==> src/rtl/clk_div_switch_pkg.sv <==
// Shared types and constants for the clk_div_switch clock divider/switch.
//   state_t    : controller states (STOP, RUN, DRAIN, GAP)
//   ratio_t    : ratio field at the default width
//   RATIO_STOP : ratio value meaning "clock held stopped"
package clk_div_switch_pkg;

  localparam int unsigned DEF_DIV_W  = 8;
  localparam int unsigned RATIO_STOP = 0;

  typedef logic [DEF_DIV_W-1:0] ratio_t;

  typedef enum logic [1:0] {
    ST_STOP  = 2'd0,
    ST_RUN   = 2'd1,
    ST_DRAIN = 2'd2,
    ST_GAP   = 2'd3
  } state_t;

  // States in which the current ratio is producing clock periods.
  function automatic logic is_clocking(state_t s);
    return (s == ST_RUN) || (s == ST_DRAIN);
  endfunction

endpackage

==> src/rtl/clk_gate_latch.sv <==
// Glitch-free clock gate for the divide-by-1 path.
//   clk  : source clock
//   rst  : asynchronous active-high clear of the enable latch
//   en   : gate enable, launched from posedge clk
//   gclk : clk AND latched enable
// The enable latch is transparent while clk is low, so the gated clock only
// ever produces whole high pulses of clk.
module clk_gate_latch (
  input  logic clk,
  input  logic rst,
  input  logic en,
  output logic gclk
);

  logic en_q;

  always_latch begin
    if (rst) begin
      en_q <= 1'b0;
    end else if (!clk) begin
      en_q <= en;
    end
  end

  assign gclk = clk & en_q;

endmodule

==> src/rtl/clk_div_switch.sv <==
// Runtime-programmable glitch-free clock divider/switch.
//   clk         : source clock
//   rst         : asynchronous active-high reset
//   req_valid   : ratio change request
//   req_ratio   : requested ratio (0 = stop)
//   req_ready   : request can be accepted (STOP and RUN only)
//   clk_out     : divided / gated clock
//   cur_ratio   : ratio currently driving clk_out
//   period_tick : pulse on the last source cycle of each clk_out period
// Optional feature: define CLK_DIV_SWITCH_GAP_EN to insert GAP_CYC low
// dead-time cycles before every new clock starts.
module clk_div_switch
  import clk_div_switch_pkg::*;
#(
  parameter int unsigned DIV_W   = DEF_DIV_W,
  parameter int unsigned GAP_CYC = 2
) (
  input  logic             clk,
  input  logic             rst,
  input  logic             req_valid,
  input  logic [DIV_W-1:0] req_ratio,
  output logic             req_ready,
  output logic             clk_out,
  output logic [DIV_W-1:0] cur_ratio,
  output logic             period_tick
);

  typedef logic [DIV_W-1:0] rat_t;

  localparam rat_t R_STOP = rat_t'(RATIO_STOP);
  localparam rat_t R_ONE  = rat_t'(1);
  localparam rat_t R_TWO  = rat_t'(2);

`ifdef CLK_DIV_SWITCH_GAP_EN
  localparam int unsigned GW = (GAP_CYC > 1) ? $clog2(GAP_CYC) : 1;
`else
  // GAP_CYC has no effect without the gap feature.
  logic unused_gap_cfg;
  assign unused_gap_cfg = ^GAP_CYC;
`endif

  typedef struct packed {
    state_t state;
    rat_t   cnt;
    rat_t   cur;
    rat_t   pend;
`ifdef CLK_DIV_SWITCH_GAP_EN
    logic [GW-1:0] gap;
`endif
  } ctx_t;

  ctx_t ctx;
  ctx_t nxt;
  logic clk_reg;
  logic gate_en;
  logic clk_gated;

  // One source cycle of autonomous progress (no new request).
  // DRAIN with cur==0 is the one-cycle start-up stage entered from STOP.
  function automatic ctx_t advance(ctx_t c);
    ctx_t n;
    logic wrap;
    n    = c;
    wrap = (c.cur == R_STOP) || (c.cnt == c.cur - R_ONE);
    case (c.state)
      ST_RUN: begin
        n.cnt = wrap ? '0 : c.cnt + R_ONE;
      end
      ST_DRAIN: begin
        if (wrap) begin
          n.cnt = '0;
          if (c.pend == R_STOP) begin
            n.state = ST_STOP;
            n.cur   = R_STOP;
          end
`ifdef CLK_DIV_SWITCH_GAP_EN
          else if (GAP_CYC != 0) begin
            n.state = ST_GAP;
            n.gap   = '0;
          end
`endif
          else begin
            n.state = ST_RUN;
            n.cur   = c.pend;
          end
        end else begin
          n.cnt = c.cnt + R_ONE;
        end
      end
`ifdef CLK_DIV_SWITCH_GAP_EN
      ST_GAP: begin
        if (c.gap == GW'(GAP_CYC - 1)) begin
          n.state = ST_RUN;
          n.cur   = c.pend;
          n.cnt   = '0;
        end else begin
          n.gap = c.gap + 1'b1;
        end
      end
`endif
      default: ;
    endcase
    return n;
  endfunction

  // The gate latch adds one cycle of delay, so its enable is launched one
  // cycle early: true when the cycle after the *next* edge runs at ratio 1.
  // Requests at that next edge cannot change this (RUN->DRAIN keeps the ratio).
  function automatic logic ratio1_ahead(ctx_t c);
    ctx_t n;
    n = advance(c);
    return is_clocking(n.state) && (n.cur == R_ONE);
  endfunction

  assign req_ready = (ctx.state == ST_STOP) || (ctx.state == ST_RUN);

  always_comb begin
    nxt = advance(ctx);
    if (req_valid && req_ready) begin
      if (ctx.state == ST_STOP) begin
        if (req_ratio != R_STOP) begin
          nxt.state = ST_DRAIN;
          nxt.cnt   = '0;
          nxt.cur   = R_STOP;
          nxt.pend  = req_ratio;
        end
      end else if (req_ratio != ctx.cur) begin
        nxt.state = ST_DRAIN;
        nxt.pend  = req_ratio;
      end
    end
  end

  always_ff @(posedge clk or posedge rst) begin
    if (rst) begin
      ctx.state <= ST_STOP;
      ctx.cnt   <= '0;
      ctx.cur   <= '0;
      ctx.pend  <= '0;
`ifdef CLK_DIV_SWITCH_GAP_EN
      ctx.gap   <= '0;
`endif
      clk_reg   <= 1'b0;
      gate_en   <= 1'b0;
    end else begin
      ctx     <= nxt;
      clk_reg <= is_clocking(nxt.state) && (nxt.cur >= R_TWO) &&
                 (nxt.cnt < (nxt.cur >> 1));
      gate_en <= ratio1_ahead(nxt);
    end
  end

  clk_gate_latch u_gate (
    .clk  (clk),
    .rst  (rst),
    .en   (gate_en),
    .gclk (clk_gated)
  );

  assign clk_out     = clk_reg | clk_gated;
  assign cur_ratio   = ctx.cur;
  assign period_tick = is_clocking(ctx.state) && (ctx.cur != R_STOP) &&
                       (ctx.cnt == ctx.cur - R_ONE);

endmodule

==> config.mk <==
export PLATFORM = sky130hd
export DESIGN_NAME = clk_div_switch
export DESIGN_NICKNAME = d
export VERILOG_FILES = /design/src/rtl/clk_div_switch_pkg.sv /design/src/rtl/clk_gate_latch.sv /design/src/rtl/clk_div_switch.sv
export SDC_FILE = /design/constraint.sdc
export NUM_CORES = 1
export LEC_CHECK = 0
export BUFFER_PORTS_ARGS = -buffer_cell sky130_fd_sc_hd__buf_4
export CORE_MARGIN = 2
export CORE_UTILIZATION = 48
export DETAILED_ROUTE_END_ITERATION = 10
export PLACE_DENSITY = 0.66
export SLEW_MARGIN = 25
export SYNTH_ARGS = -nofsm -noshare
export SYNTH_HDL_FRONTEND = slang
export SYNTH_HIERARCHICAL = 1
export SYNTH_SLANG_ARGS = --single-unit
==> constraint.sdc <==
create_clock -name clk -period 4.57 [get_ports clk]
set_input_delay 0.457 -clock clk [delete_from_list [all_inputs] [get_ports clk]]
set_output_delay 0.457 -clock clk [all_outputs]
set_load 0.05 [all_outputs]
== Word-level counts from Yosys, hierarchy flattened ==
Index checks and enable logic that the tools add are counted.

* Register bits: 28
* Latch bits: 1
* Output and inout bits: 11

* Add/sub/neg operators: 3
* Order comparisons: 2
* Equal/unequal tests: 10
* Multiplexer cells: 25
* Bitwise gates (word level): 2
* Reductions and logical operators: 20

{| class="wikitable"
|+ Operators with widths
! cell !! count
|-
| 8-bit two-way mux || 10
|-
| 26-bit two-way mux || 2
|-
| 8-bit zero test || 4
|-
| 8-bit equality test || 2
|-
| 16-bit two-way mux || 1
|-
| 8-bit nonzero test || 2
|-
| 8-bit by 1-bit subtractor with 8-bit output (second input constant) || 2
|-
| 2-bit two-way mux || 6
|-
| 8-bit by 1-bit adder with 8-bit output (second input constant) || 1
|-
| 8-bit by 1-bit equality test with 1-bit output (second input constant) || 1
|-
| 8-bit by 2-bit >= comparator with 1-bit output (second input constant) || 1
|-
| 8-bit by 7-bit < comparator with 1-bit output || 1
|-
| 8-bit inequality test || 1
|-
| 2-bit by 1-bit equality test with 1-bit output (second input constant) || 3
|-
| 2-bit equality test (second input constant) || 3
|-
| 1-bit logical AND || 6
|-
| 1-bit logical OR || 6
|-
| 1-bit two-way mux || 6
|-
| 2-bit zero test || 1
|-
| 2-bit OR reduction || 1
|-
| 1-bit bitwise AND || 1
|-
| 1-bit OR || 1
|}

== Logic depth before layout (Yosys ltp) ==
Gate-level depths: netlist of the first run.

* Word-level depth: 16
* Depth in mapped cells: 20

== By module ==
The synthesis of the first run kept the hierarchy.

{| class="wikitable"
|+ Modules (own cells, without submodules)
! module !! instances !! cells an instance !! area an instance (sq um)
|-
| clk_div_switch || 1 || 279 || 2463.6
|-
| clk_gate_latch || 1 || 4 || 33.8
|}

==> results by group, run 1 <==
Run status
  • Outcome: complete, no violations

STA
  • Final hold vios: 0
  • Slew headroom: between 50 and 60%
  • Clock skew: 0.0160 ns
  • FMAX: 227 MHz
  • Max-slew violations: 0
  • Min cycle time layout: approximately 4.4 ns
  • Setup violations, final: 0
  • Worst-margin pin slew: 0.628 ns
  • Final worst slack: approximately 0.17 ns
  • Total Neg Setup Slack: 0 ns
  • Final period util: between 90% and 100%

Yosys
  • Synth cell count leaders: dfrtp_1 (28), xor2_1 (26), inv_1 (20)
  • Post-synth EDFFs: 0
  • Top-area cell type share of the netlist area: 28.1%
  • Synth async-reset ratio: 96.6%
  • Syn Nets: 309
  • Main area contributors after synthesis: dfrtp_1 (28%), xor2_1 (9.1%), ha_1 (7.5%), inv_1 (3.0%), buf_4 (2.7%)
  • Flops & latches, synth: 29
  • Largest area contributor in the netlist: dfrtp_1
  • Post-synth top flop: dfrtp_1
  • Count of cell types in the netlist: 63
  • Cell with the most instances after synthesis: dfrtp_1
  • Synthesized cell area: approximately 2500 sq um
  • Syn Area/Cell: ~8.8 sq um
  • Synth warn: 6
  • Syn Inst Count: about 280

Setup path
  • Crit start category: flop
  • Critical Path Fanout Max: 6
  • Critical Path RT: slightly below 5 ns
  • R2r setup slk: 0.17 ns
  • Worst setup EP type: flop
  • Crit path arrival time: 4.70 ns
  • R2R Path Start: cur_ratio[1]
  • R2r endpoint: gate_en
  • R2R cell count: 17
  • WS Path Type: reg2reg

Die
  • Chip width: 76.1 um
  • Die ar.: 5800 sq um
  • Die height: 76.1 um
  • Boundary pin count: 22
  • Starting Density: between 40 and 50%
  • Std cell rows: 26
  • Core Box Area: between 5000 and 6000 sq um

Pwr
  • Leakage: between 1 and 1.5 nW
  • Clk pwr share: 50.8%
  • Seq pwr share: about 45%
  • Pwr Total: 0.555 mW
  • Combinational share of power: 4.0%
  • Net Switching: approximately 0.12 mW
  • PwrDens: 189 nW/um^2
  • Worst vdd ir: approximately 130 uV
  • Sw Share: between 20% and 30%
  • Int Pwr: between 0.4 and 0.5 mW

Global routing
  • Vias in the first global route: approximately 2100
  • Largest net degree at the start of global routing: 29
  • Initial antenna violation count: 0
  • Global-route usage over all layers: 23.9%
  • Remaining Overflow, GRT: 0
  • First-pass GRT wire length: 10800 um

Detailed routing
  • Number of DRC markers in iteration 0: 184
  • # DRC: 0
  • Routed WL per cell: 17.6 um
  • Antenna-violating nets left: 0
  • Vias: 2220
  • Vias per Instance: around 5.8
  • Final wirelength: 6740 um
  • Initial DRT Pass Iterations: 4

Placed design
  • Gpl congestion: 0.923
  • Placed instance area: 2680 sq um
  • Dpl hpwl: 4970 um
  • Port buffer count: 21
  • Post-place setup slack: approximately 0.28 ns

Finish
  • Max reg flops: 18
  • Layout cell share with drive strength beyond 1: 24.7%
  • Fillers: 465
  • Diode count: 0
  • Top reg by flops: ctx
  • Finished Cell Area: roughly 3000 sq um
  • Fin nets: 338
  • Synth-to-Final Area Change: 17.4%

Clock network
  • Clk_lat worst skew: 0.38 ns
  • Clk slew on worst S/H paths: 0.10 ns
  • TritonCTS clock tree: yes

Min path
  • Hold Crit Start: rst
  • Hold Path Stages: 5
  • Hold crit path type: in2gate

Job
  • Max cap viols: 0
==> layout by cell type (no fill, tap or decap), types with 6 or more instances in the layout <==
master,instances
nor2_1,14
nand3_1,8
buf_4,37
mux2i_1,6
inv_1,18
nor3_1,7
ha_1,14
xnor2_1,6
a21oi_1,11
nor4_1,6
xor2_1,26
clkbuf_8,9
o21ai_0,10
dfrtp_1,25
nand2_1,17
==> layer usage <==
layer | vias to the layer above | global-route usage (%) | routed length (um) | share of wire [%]
met4 | 0 | 10.4 | 194 | 2.9
met2 | 90 | 36.6 | 3100 | 46
met3 | 19 | 5.57 | 340 | 5.0
met5 | - | 0 | 0 | 0
met1 | 1054 | 32.5 | 3110 | 46
li1 | 1057 | - | - | -
==> final cells by class <==
cell class,count,area [sq um],area share (%)
Multi-Input combinational cell,212,1610,54.7
Timing Repair Buffer,40,310,10.6
Inverter,20,75.1,2.56
Tap cell,70,87.6,2.99
Clock buffer,11,135,4.61
Sequential cell,29,719,24.5
==> power by group through the flow <==
stage	logic [mW]	clock network [mW]	registers [mW]
final	0.0221	0.282	0.251
after global routing	0.0246	0.307	0.251
after CTS	0.0222	0.291	0.251
after detailed placement	0.0196	0.00210	0.256
after global placement	0.0194	0.00210	0.256
after floorplan	0.00685	0.00211	0.256
==> how the worst max path moves through the flow <==
stage	start	endpoint	slack, ns	cells past startpoint
2_1_floorplan	cur_ratio[0]	gate_en	0.44	18
3_3_place_gp	cur_ratio[1]	gate_en	0.36	17
3_5_place_dp	cur_ratio[1]	gate_en	0.28	17
4_1_cts	cur_ratio[1]	gate_en	0.21	17
5_1_grt	cur_ratio[1]	gate_en	-0.06	17
6_report	cur_ratio[1]	gate_en	0.17	17
==> logic make-up (layout without fill, tap and decap cells) <==
logic type               after synthesis  count (layout)  share of synthesized area [%]
multiplexers                          12              12                           5.26
AND/OR/NAND/NOR                       88              88                           18.8
AO/OA/AOI/OAI                         65              65                           20.1
flip-flops                            28              28                           28.1
adder cells (fa/ha/maj)               15              15                           7.52
latches                                1               1                          0.601
buffers and inverters                 42              71                           8.37
XOR/XNOR                              32              32                           11.2
==> critical path, stage by stage, from the launching register on <==
cell	delay (ns)
dfrtp_2	0.45
or3_1	0.37
or4b_1	0.53
a32o_2	0.31
a211oi_4	0.26
buf_4	0.17
o21ai_4	0.08
nand2_1	0.09
a21oi_1	0.09
inv_1	0.17
ha_2	0.23
inv_2	0.06
or4_1	0.53
xnor2_1	0.15
a2111oi_2	0.28
o2111ai_1	0.18
a21boi_2	0.18
mux2i_1	0.19
==> what timing repair did <==
item,4_1_cts,5_1_grt
buffers inserted,0,7
endpoints found under the setup margin,0,1
hold buffers,4,0
gates resized for setup,0,10
hold endpoints to repair,1,0
==> stage by stage <==
stage	std cells	utilization (%)	hold slack, ns
2_1_floorplan	283	-	-1.83
3_3_place_gp	361	52.7	-1.74
3_5_place_dp	361	52.7	-1.74
4_1_cts	375	56.0	0.0236
5_1_grt	382	57.8	0.158
6_report	382	57.8	0.114
(Power assumes the default switching activity.)
==> inputs of run 2 (changes only) <==
- PLACE_DENSITY: 0.66 -> 0.69
- clock period: 4.57 -> 3.6 ns (I/O delays scaled with it)
==> results by group, run 2 (synthesized netlist as in run 1, its figures left out) <==
Run status
  • Outcome: finished with violations (was complete, no violations)
  • Failing checks: setup timing

Pwr
  • PwrDens: 201 nW/um^2 (was 189 nW/um^2)
  • Leakage: 1.65 nW (was 1.40 nW)
  • Worst vdd ir: 137 uV (was 133 uV)

Global routing
  • Remaining Overflow, GRT: 0 (unchanged)
  • Largest net degree at the start of global routing: 25 (was 29)
  • Global-route usage over all layers: 27.1% (was 23.9%)
  • Initial antenna violation count: 0 (unchanged)
  • First-pass GRT wire length: 12200 um (was 10800 um)
  • Vias in the first global route: 2460 (was 2093)

Setup path
  • R2r endpoint: gate_en (unchanged)
  • Crit start category: flop (unchanged)
  • Worst Setup SP: cur_ratio[1] (unchanged)
  • Crit path arrival time: 4.34 ns (was 4.70 ns)
  • WS Path Type: reg2reg (unchanged)
  • R2R Path Start: cur_ratio[1] (unchanged)
  • R2r setup slk: -0.42 ns (was 0.17 ns)
  • Critical Path RT: 3.91 ns (was 4.88 ns)
  • Critical Path Fanout Max: 4 (was 6)
  • Worst setup EP type: flop (unchanged)
  • R2R cell count: 13 (was 17)

Detailed routing
  • Antenna-violating nets left: 0 (unchanged)
  • # DRC: 0 (unchanged)
  • Initial DRT Pass Iterations: 4 (unchanged)
  • Vias per Instance: 5.76 (was 5.81)
  • Vias: 2481 (was 2220)
  • Final wirelength: 7590 um (was 6740 um)
  • Number of DRC markers in iteration 0: 193 (was 184)
  • Routed WL per cell: 17.6 um (about the same)

Job
  • Max cap viols: 0 (unchanged)

Placed design
  • Port buffer count: 21 (unchanged)
  • Placed insts: 416 (was 361)
  • Dpl hpwl: 5800 um (was 4970 um)
  • Gpl congestion: 0.949 (was 0.923)

STA
  • Clock skew: 0.0177 ns (was 0.0160 ns)
  • Min cycle time layout: 4.02 ns (was 4.40 ns)
  • Final hold vios: 0 (unchanged)
  • Final worst slack: -0.425 ns (was 0.174 ns)
  • FMAX: 248 MHz (was 227 MHz)
  • Setup violations, final: 1 (was 0)
  • RSZ-0062 raised after global routing: true
  • Max-slew violations: 0 (unchanged)
  • Slew headroom: 39.3% (was 57.9%)
  • Total Neg Setup Slack: -0.425 ns (was 0 ns)
  • Final period util: 112% (was 96.2%)
  • Worst-margin pin slew: 0.905 ns (was 0.628 ns)

Finish
  • Post-Layout Cell Count: 431 (was 382)
  • Most frequent cells in the layout: buf_4 (85), dfrtp_1 (28), xor2_1 (26) (was buf_4 (37), xor2_1 (26), dfrtp_1 (25))
  • Top reg by flops: ctx (unchanged)
  • Fillers: 437 (was 465)
  • Synth-to-Final Area Change: 36.1% (was 17.4%)
  • Flip-flop and latch area: 716 sq um (was 719 sq um)
  • Diode count: 0 (unchanged)
  • Max reg flops: 18 (unchanged)
  • Multi-input gate area: 1710 sq um (was 1610 sq um)
  • Most common cell after layout, fill and taps aside: buf_4 (unchanged)
  • Layout cell share with drive strength beyond 1: 38.0% (was 24.7%)
  • Fin nets: 388 (was 338)

Min path
  • Hold crit path type: in2reg (was in2gate)
  • Hold EP: ctx[2]
  • Hold Crit Start: req_ratio[2] (was rst)
  • Hold Path Stages: 2 (was 5)

Die
  • Std cell rows: 26 (unchanged)
  • Starting Density: 49.2% (unchanged)
  • Die height: 76.1 um (unchanged)
  • Boundary pin count: 22 (unchanged)
  • Die ar.: 5800 sq um (unchanged)
  • Core Box Area: 5070 sq um (unchanged)
  • Chip width: 76.1 um (unchanged)

Clock network
  • Clk_lat worst skew: 0.39 ns (was 0.38 ns)
  • TritonCTS clock tree: yes (unchanged)
  • Clk slew on worst S/H paths: 0.10 ns (about the same)
-- run 2: changes by cell type in the layout (fill, tap and decap cells not counted), sizes merged --
cell / before / now
buf: 37 / 87
clkbuf: 10 / 9
clkinv: 0 / 1
inv: 20 / 19
-- run 2: layer usage --
layer	wire length, um	GRT usage, %
met1	3290	34.7
met2	3710	44.7
met3	470	6.40
met4	125	10.2
met5	0	0
-- run 2: layout make-up --
type | instances | share of cell area (%)
tap | 70 | 2.58
timing repair buffer | 90 | 20.4
clock buffer | 10 | 3.57
multi-input combinational | 212 | 50.2
sequential | 29 | 21.1
inverter | 20 | 2.21
-- run 2: per-stage QoR --
| stage | total power [mW] | util [%] | hold WS (ns) | setup WS (ns) | area [sq um] |
|---|---|---|---|---|---|
| 5_1_grt | 0.710 | 67.0 | 0.232 | -0.604 | 3400 |
| 2_1_floorplan | 0.336 | - | -1.44 | -0.432 | 2540 |
| 3_3_place_gp | 0.352 | 61.8 | -1.35 | -0.376 | 3130 |
| 4_1_cts | 0.693 | 66.2 | 0.221 | -0.362 | 3360 |
| 3_5_place_dp | 0.352 | 61.8 | -1.35 | -0.534 | 3130 |
| 6_report | 0.683 | 67.0 | 0.229 | -0.425 | 3400 |
-- run 2: report_power, final --
part / leakage [nW] / switching, mW / internal, mW / total, mW
combinational: 1.21 / 0.0151 / 0.0133 / 0.0284
clock: 0.0758 / 0.136 / 0.200 / 0.336
sequential: 0.363 / 0 / 0.318 / 0.318
-- run 2: worst max-delay path, cell delays in order (launching register included) --
cell and delay (ns):
dfrtp_1 0.41, or3_1 0.36, or4b_1 0.49, a32o_2 0.29, a2111o_1 0.46, buf_4 0.19, a21oi_4 0.17, a211oi_2 0.07
or4_4 0.53, xnor2_1 0.15, a2111oi_2 0.28, o2111ai_1 0.18, a21boi_2 0.17, mux2i_1 0.21
-- run 2: what timing repair did --
action	CTS	global route
hold buffers	4	0
pin swaps	15	4
buffers inserted	2	0
resized for setup	13	5
endpoints found under the setup margin	2	2
hold endpoints to repair	1	0
-- run 2: worst max path at each step --
stage                     endpoint  cells past startpoint
after floorplan            gate_en                     16
after global placement     gate_en                     17
after detailed placement   gate_en                     17
after CTS                  gate_en                     20
after global routing       gate_en                     13
final                      gate_en                     13
